[config.mk]
export PLATFORM = sky130hd
export DESIGN_NAME = vscale_dmem_rr_scheduler
export DESIGN_NICKNAME = d
export VERILOG_FILES = /design/src/rtl/vscale_dmem_rr_scheduler.sv
export SDC_FILE = /design/constraint.sdc
export NUM_CORES = 1
export LEC_CHECK = 0
export BUFFER_PORTS_ARGS = -buffer_cell sky130_fd_sc_hd__buf_2
export CAP_MARGIN = 25
export CORE_ASPECT_RATIO = 0.7
export CORE_MARGIN = 3
export CORE_UTILIZATION = 55
export CTS_CLUSTER_DIAMETER = 60
export DETAILED_ROUTE_END_ITERATION = 10
export HOLD_SLACK_MARGIN = 0.12
export PLACE_DENSITY = 0.75
export SYNTH_ARGS = -nofsm -noshare
export SYNTH_HDL_FRONTEND = slang
export SYNTH_SLANG_ARGS = --single-unit
[constraint.sdc]
create_clock -name clk -period 6.3 [get_ports clk]
set_input_delay 0.63 -clock clk [delete_from_list [all_inputs] [get_ports clk]]
set_output_delay 0.63 -clock clk [all_outputs]
set_load 0.05 [all_outputs]
[src/rtl/vscale_dmem_rr_scheduler.sv]
// Round-robin core selector for the shared vscale data-memory arbiter.
// One transfer (address + data phase) at a time, with lock hold and starvation override.
module vscale_dmem_rr_scheduler #(
    parameter int NUM_CORES         = 4,
    parameter int CORE_IDX_WIDTH    = 2,
    parameter int HASTI_TRANS_WIDTH = 2,
    parameter int WAIT_CNT_WIDTH    = 8,
    parameter int MAX_WAIT          = 64
) (
    input  logic                                   clk,
    input  logic                                   reset,
    input  logic [NUM_CORES*HASTI_TRANS_WIDTH-1:0] core_htrans,
    input  logic [NUM_CORES-1:0]                   core_hmastlock,
    input  logic                                   dmem_hready,
    output logic [CORE_IDX_WIDTH-1:0]              next_core,
    output logic [NUM_CORES-1:0]                   grant,
    output logic                                   busy,
    output logic [NUM_CORES-1:0]                   starve_flag
);

    typedef enum logic [1:0] {IDLE, ADDR, DATA} state_t;

    localparam logic [WAIT_CNT_WIDTH-1:0] MaxWaitC = WAIT_CNT_WIDTH'(MAX_WAIT);
    localparam logic [CORE_IDX_WIDTH-1:0] LastIdxC = CORE_IDX_WIDTH'(NUM_CORES - 1);

    state_t                      state_q, state_d;
    logic [CORE_IDX_WIDTH-1:0]   next_core_q, next_core_d;
    logic [CORE_IDX_WIDTH-1:0]   last_q, last_d;
    logic [NUM_CORES-1:0]        starve_q, starve_d;
    logic [WAIT_CNT_WIDTH-1:0]   cnt_q [NUM_CORES];
    logic [WAIT_CNT_WIDTH-1:0]   cnt_d [NUM_CORES];

    logic [NUM_CORES-1:0]        req;
    logic                        anyReq;
    logic                        arbitrate;
    logic [CORE_IDX_WIDTH-1:0]   winner;
    logic                        found;

    // NONSEQ and SEQ count as requests; IDLE and BUSY do not.
    always_comb begin
        req = '0;
        for (int i = 0; i < NUM_CORES; i++) begin
            req[i] = (core_htrans[i*HASTI_TRANS_WIDTH +: HASTI_TRANS_WIDTH] == HASTI_TRANS_WIDTH'(2))
                  || (core_htrans[i*HASTI_TRANS_WIDTH +: HASTI_TRANS_WIDTH] == HASTI_TRANS_WIDTH'(3));
        end
    end

    assign anyReq    = |req;
    assign arbitrate = anyReq && ((state_q == IDLE) || ((state_q == DATA) && dmem_hready));

    // Starved requester first, then a locked owner, then the RR scan from last+1.
    always_comb begin
        winner = '0;
        found  = 1'b0;
        for (int i = 0; i < NUM_CORES; i++) begin
            if (!found && starve_q[i] && req[i]) begin
                winner = CORE_IDX_WIDTH'(i);
                found  = 1'b1;
            end
        end
        if (!found && (state_q == DATA) && core_hmastlock[next_core_q] && req[next_core_q]) begin
            winner = next_core_q;
            found  = 1'b1;
        end
        for (int k = 1; k <= NUM_CORES; k++) begin
            if (!found && req[(int'(last_q) + k) % NUM_CORES]) begin
                winner = CORE_IDX_WIDTH'((int'(last_q) + k) % NUM_CORES);
                found  = 1'b1;
            end
        end
    end

    always_comb begin
        state_d     = state_q;
        next_core_d = next_core_q;
        last_d      = last_q;
        case (state_q)
            IDLE:    if (anyReq) state_d = ADDR;
            ADDR:    if (dmem_hready) state_d = DATA;
            DATA:    if (dmem_hready) state_d = anyReq ? ADDR : IDLE;
            default: state_d = IDLE;
        endcase
        if (arbitrate) begin
            next_core_d = winner;
            last_d      = winner;
        end
    end

    // The owner of an active transfer does not accumulate wait; a fresh winner is cleared.
    always_comb begin
        cnt_d    = cnt_q;
        starve_d = '0;
        for (int i = 0; i < NUM_CORES; i++) begin
            starve_d[i] = (cnt_q[i] >= MaxWaitC);
            if (!req[i] || (arbitrate && (winner == CORE_IDX_WIDTH'(i)))) begin
                cnt_d[i] = '0;
            end else if (((state_q == IDLE) || !grant[i]) && (cnt_q[i] != '1)) begin
                cnt_d[i] = cnt_q[i] + 1'b1;
            end
        end
    end

    always_ff @(posedge clk) begin
        if (reset) begin
            state_q     <= IDLE;
            next_core_q <= '0;
            last_q      <= LastIdxC;
            starve_q    <= '0;
            for (int i = 0; i < NUM_CORES; i++) begin
                cnt_q[i] <= '0;
            end
        end else begin
            state_q     <= state_d;
            next_core_q <= next_core_d;
            last_q      <= last_d;
            starve_q    <= starve_d;
            cnt_q       <= cnt_d;
        end
    end

    always_comb begin
        grant = '0;
        if (state_q != IDLE) grant[next_core_q] = 1'b1;
    end

    assign next_core   = next_core_q;
    assign busy        = (state_q != IDLE);
    assign starve_flag = starve_q;

endmodule

# [After elaboration in Yosys (flattened, before gate mapping)]
# Cells that the tools add are included.
[totals] register_bits=42 output_inout_bits=11
[classes] bitwise=4 addsub=8 eq_ne=20 reduce_logical=67 mux=40 magnitude_cmp=10
[op_table] op="$add 8x1->8 const B" count=4
[op_table] op="$ge 8x7->1 const B" count=4
[op_table] op="$ne 8x8->1 const B" count=4
[op_table] op="$logic_and 1x1->1" count=25
[op_table] op="$eq 2x2->1 const B" count=11
[op_table] op="$mux 1" count=21
[op_table] op="$mux 2" count=10
[op_table] op="$logic_not 1->1" count=16
[op_table] op="$lt 3x4->1 const B" count=4
[op_table] op="$reduce_or 2->1" count=8
[op_table] op="$logic_or 1x1->1" count=13
[op_table] op="$bmux 1 s2" count=6
[op_table] op="$ne 2x2->1 const B" count=3
[op_table] op="$pmux 2 s3" count=1
[op_table] op="$add 2x1->2 const B" count=2
[op_table] op="$add 2x2->2 const B" count=2
[op_table] op="$and 1x1->1 const A" count=4
[op_table] op="$eq 2x1->1 const B" count=2
[op_table] op="$logic_not 2->1" count=2
[op_table] op="$mux 4" count=1
[op_table] op="$reduce_or 4->1" count=1
[op_table] op="$lt 2x3->1 const B" count=1
[op_table] op="$reduce_and 3->1" count=1
[op_table] op="$demux 1 s2" count=1
[op_table] op="other kinds (2)" count=2

# [Depth between registers and ports, before layout]
[logic_depth] depth_word=37 ltp_mapped=8 ltp_nobuf=8

# [Least setup slack after synthesis]
# OpenSTA, ideal clock, no wires.
[synth_timing] path_type="register to register" from="reg next_core_q[1], in the netlist next_core[1]" to="reg cnt_q[14] (netlist bit)" arrival_time_ns=2.823 slack_ns=3.362 required_ns=6.186 n_path_buf=0 stages_incl_launch_ff=7 period_less_slack_ns=2.938 setup_ns=0.114 path_cell_list="dfxtp_1 > inv_1 > nor3_1 > a211oi_1 > nand3_1 > xor2_1 > a2111oi_0"
[synth_via] word_cells_on_any_way=36 cone_classes="order compare: 2; eq/ne: 1; mux: 16; reduce/logical: 17"
[synth_rtl] item="from (decl)" line="27" source="logic [CORE_IDX_WIDTH-1:0] next_core_q, next_core_d;"
[synth_rtl] item="from (signal assigned)" line="114" source="next_core_q <= next_core_d;"
[synth_rtl] item="$lt 2x3->1 (implied by the code) / $ge 2x1->1 (equally long branches)" line="123" source="if (state_q != IDLE) grant[next_core_q] = 1'b1;"
[synth_rtl] item="$logic_and 1x1->1 (implied by the code)" line="123"
[synth_rtl] item="$mux 1 (implied by the code)" line="123"
[synth_rtl] item="$demux 1 s2 *" line="123"
[synth_rtl] item="$mux 4 *" line="123"
[synth_rtl] item="named net grant[2]" line="16" source="output logic [NUM_CORES-1:0] grant,"
[synth_rtl] item="$logic_not 1->1 *" line="97" source="end else if (((state_q == IDLE) || !grant[i]) && (cnt_q[i] != '1)) begin"
[synth_rtl] item="$logic_or 1x1->1 *" line="97"
[synth_rtl] item="$logic_and 1x1->1 *" line="97"
[synth_rtl] item="to (signal assigned)" line="117" source="cnt_q <= cnt_d;"
[synth_rtl] item="to (decl)" line="30" source="logic [WAIT_CNT_WIDTH-1:0] cnt_q [NUM_CORES];"
# Mark *: on every way through the listed nets, which the timed path passes. The rest lies on a longest branch. The select of a mux whose other input is x is not followed.
# A chain may end at the register's enable or synchronous reset.

# [Final worst setup path]
[layout_timing] from="in core_htrans[1]" to="reg cnt_q[17] (netlist bit)"
[layout_via] elab_chain_len=37 word_cells_on_any_way=61 cone_classes="eq/ne: 3; mux: 30; reduce/logical: 28"
[layout_rtl] item="from (decl)" line="12" source="input logic [NUM_CORES*HASTI_TRANS_WIDTH-1:0] core_htrans,"
[layout_rtl] item="$eq 2x2->1, on equally long branches" line="43, 44"
[layout_rtl] item="$logic_or 1x1->1 *" line="44" source="|| (core_htrans[i*HASTI_TRANS_WIDTH +: HASTI_TRANS_WIDTH] == HASTI_TRANS_WIDTH'(3));"
[layout_rtl] item="$logic_and 1x1->1" line="56" source="if (!found && starve_q[i] && req[i]) begin"
[layout_rtl] item="$mux 1" line="56"
[layout_rtl] item="$logic_not 1->1" line="56"
[layout_rtl] item="$logic_and 1x1->1 (2 in series)" line="56"
[layout_rtl] item="$mux 1" line="56"
[layout_rtl] item="$logic_not 1->1" line="56"
[layout_rtl] item="[... 20 more ...]"
[layout_rtl] item="$mux 1" line="66" source="if (!found && req[(int'(last_q) + k) % NUM_CORES]) begin"
[layout_rtl] item="$logic_not 1->1" line="66"
[layout_rtl] item="$logic_and 1x1->1" line="66"
[layout_rtl] item="$mux 2" line="66"
[layout_rtl] item="$eq 2x1->1" line="95" source="if (!req[i] || (arbitrate && (winner == CORE_IDX_WIDTH'(i)))) begin"
[layout_rtl] item="$logic_and 1x1->1 *" line="95"
[layout_rtl] item="$logic_or 1x1->1 *" line="95"
[layout_rtl] item="$reduce_or 2->1 (no source line) *"
# Mark *: on every way between the ends. The rest lies on a longest branch, timed or not. The select of a mux whose other input is x is not followed.

==> metrics.yaml <==
synthesis.nets: 289
maximum_level_of_the_cts_h_tree: 2
yosys_warnings: 0
hold_path_depth: 2
synth_sequential_area_ratio_pct: 36.88
routed_wire_length_per_instance_um: 13.70
groute.usage.overall_pct: 20.61
grt_setup_unrepaired: "no"
hold_violations: 0
drtPass1Iterations: 4
final-seq-area_um2: 840.8
numPortBuffers: 21
grt_pass1_vias: 1732
grt_first_pass_wirelength_mm: 8.231
drc: 0
period_share_pct: 40.42
syn2layout_area_growth_pct: 9.879
gp_congestion: 0.8197
max_freq_mhz: 392.7
number_of_nets_at_the_end_of_the_flow: 308
max_slew.worst_pin.slew_ps: 579.4
power_per_cell_area_mw_per_mm2: 232.7
critical_path_required_ps: 6470
setup.worst_path.end_class: "flop"
antenna-diode-count: 0
max-clock-path-buffers: 2
async_set_reset_flop_share_out_of_synthesis_pct: 0
synth_largest_type_area_fraction_pct: 36.88
route.detailed.vias_per_inst: 5.735
type_of_the_worst_setup_path: "input pin to flop"
grt_remaining_overflow: 0
post_synth.cell_area_avg_um2: 8.443
die-width_um: 82.95
finClkSkew_ps: 9.822
finalSetupViolations: 0
numClockSinks: 42
grt_antenna_before_repair: 0
synthCells: 270
synth_top_area_cell: "sky130_fd_sc_hd__dfxtp_1"
maximum_number_of_pins_on_one_net_before_global_route_repair: 15
syn-cell-area_mm2: 0.002280
core_area_mm2: 0.003739
tritoncts.num_buffers: 5
multiInputGateArea_mm2: 0.001364
clkLatencyLatePin_ps: 300
source_of_the_worst_register_to_register_timing_path: "state_q[0]"
cts_resized: 0
hp-class: "flop to flop"
cts_tree: "built"
min_from: "cnt_q[7]"
max-cap-violations: 0
clk_pin_slew_ps: 80
drtIter0Drc: 157
io_pins: 26
die-area_mm2: 0.004966
post_cts_buffers: 0
estimated_wirelength_of_the_detail_placed_design_mm: 3.445
outcome: "completed"
routed_wire_length_mm: 4.658
worstPathArrival_ps: 2710
synth_seq_cells: 42
final_period_minus_worst_setup_slack_ps: 2547
placementRows: 18
final.setup.tns_ps: 0
post_synth_num_cell_types: 52
synth-edff-count: 0
drive_gt1_share_pct: 13.45
ant_nets: 0
synth_most_common_cell: "sky130_fd_sc_hd__nor2_1"
layout.core_utilization_pct: 67.00
rr_endpoint: "cnt_q[17]"
leakage_dissipation_nw: 0.9746
synthFlopType: "sky130_fd_sc_hd__dfxtp_1"
synthTopCellsByCount: "sky130_fd_sc_hd__nor2_1 (50), sky130_fd_sc_hd__dfxtp_1 (42), sky130_fd_sc_hd__nand2_1 (16), sky130_fd_sc_hd__xor2_1 (13)"
timing.final.max_slew_violations: 0
total_power_uw: 582.9
slew_headroom_pct: 61.08
peakVddDrop_v: 0.0001477
postCtsHoldBufs: 0
r2r_setup_slack_ps: 3840
startpoint_type: "input pin"
endpoint_of_the_worst_hold_path: "starve_flag[3]"
worst-path-max-fanout: 14
initial_core_util_pct: 60.98
floorplan.die.height_um: 59.87
synth_area_leaders: "sky130_fd_sc_hd__dfxtp_1 (37%), sky130_fd_sc_hd__nor2_1 (8.2%), sky130_fd_sc_hd__xor2_1 (5.0%)"
rr_worst_depth: 7
fillCellCount: 329
via_count: 1950
clock_tree.root_cell: "sky130_fd_sc_hd__clkbuf_8"
## registers in the layout, indices dropped and copies added (netlist names)
register and flops:
state_q 2, next_core 2, starve_flag 4, cnt_q 32
last_q 2
## metrics by stage
step,setup slack (ps),hold WS (ps),cells,instance area [um2]
floorplan,3362,466.8,270,2280
global placement,3466,488.2,332,2410
detailed placement,3422,502.0,332,2410
CTS,3737,513.1,340,2505
global route,3591,534.7,340,2505
finish,3753,513.6,340,2505
## worst max-delay path, stage by stage
cell and delay (ps):
sky130_fd_sc_hd__buf_2 190, sky130_fd_sc_hd__a22oi_1 230, sky130_fd_sc_hd__and2_1 180, sky130_fd_sc_hd__or3b_4 420, sky130_fd_sc_hd__a2111oi_4 360, sky130_fd_sc_hd__a21oi_4 100, sky130_fd_sc_hd__nor3_2 490, sky130_fd_sc_hd__nor3b_1 110
## worst max path at each step
stage                              start   endpoint  slack [ps]
after floorplan             next_core[1]  cnt_q[14]        3360
after global placement    core_htrans[1]  cnt_q[21]        3470
after detailed placement  core_htrans[1]  cnt_q[17]        3420
after CTS                 core_htrans[1]  cnt_q[17]        3740
after global routing      core_htrans[1]  cnt_q[16]        3590
final                     core_htrans[1]  cnt_q[17]        3750
## power breakdown
part | leakage (nW) | switching (mW) | internal [mW]
Combinational | 0.587 | 0.0702 | 0.0383
Clock | 0.0472 | 0.0966 | 0.0881
Sequential | 0.341 | 0.0157 | 0.274
Total | 0.975 | 0.182 | 0.400
## cells in the final DEF, fill, tap and decap left out, drive strengths merged, types with 2 or more instances in the layout
cell     instances
nor2            50
dfxtp           42
buf             21
nand2           16
xor2            13
nand3           12
xnor2           12
inv             10
a21oi            9
o21ai            8
mux2i            8
nand4            8
nand3b           7
and3             6
clkbuf           6
nor3             6
ha               4
nand2b           3
a211oi           3
and2             3
nor2b            3
or3              3
a2111oi          3
a22oi            2
nor4             2
o22ai            2
a31oi            2
a311o            2
and4             2
nor3b            2
or3b             2
## cell type report
type	instances	share of cell area [%]
multi-input combinational	209	54.45
sequential	42	33.57
timing repair buffer	21	4.196
clock buffer	6	3.297
tap	50	2.498
inverter	10	1.499
clock inverter	2	0.4995
## routing by layer
layer  vias to the layer above  track usage, %  routed length [um]
li1                       1001               -                   -
met1                       892           30.90                2423
met2                        47           27.85                1855
met3                        10           5.096                 313
met4                         0           8.159                  65
met5                         -               0                   0
## logic make-up (layout without fill, tap and decap cells)
family	count (synthesis)	in the layout	share of synthesized area, %
compound gates	43	43	15.31
xor+xnor	25	25	9.605
fa+ha+maj	4	4	2.195
buf+inv	19	39	3.293
flops	42	42	36.88
mux	8	8	3.513
simple gates	129	129	29.20
(Power assumes the default switching activity.)
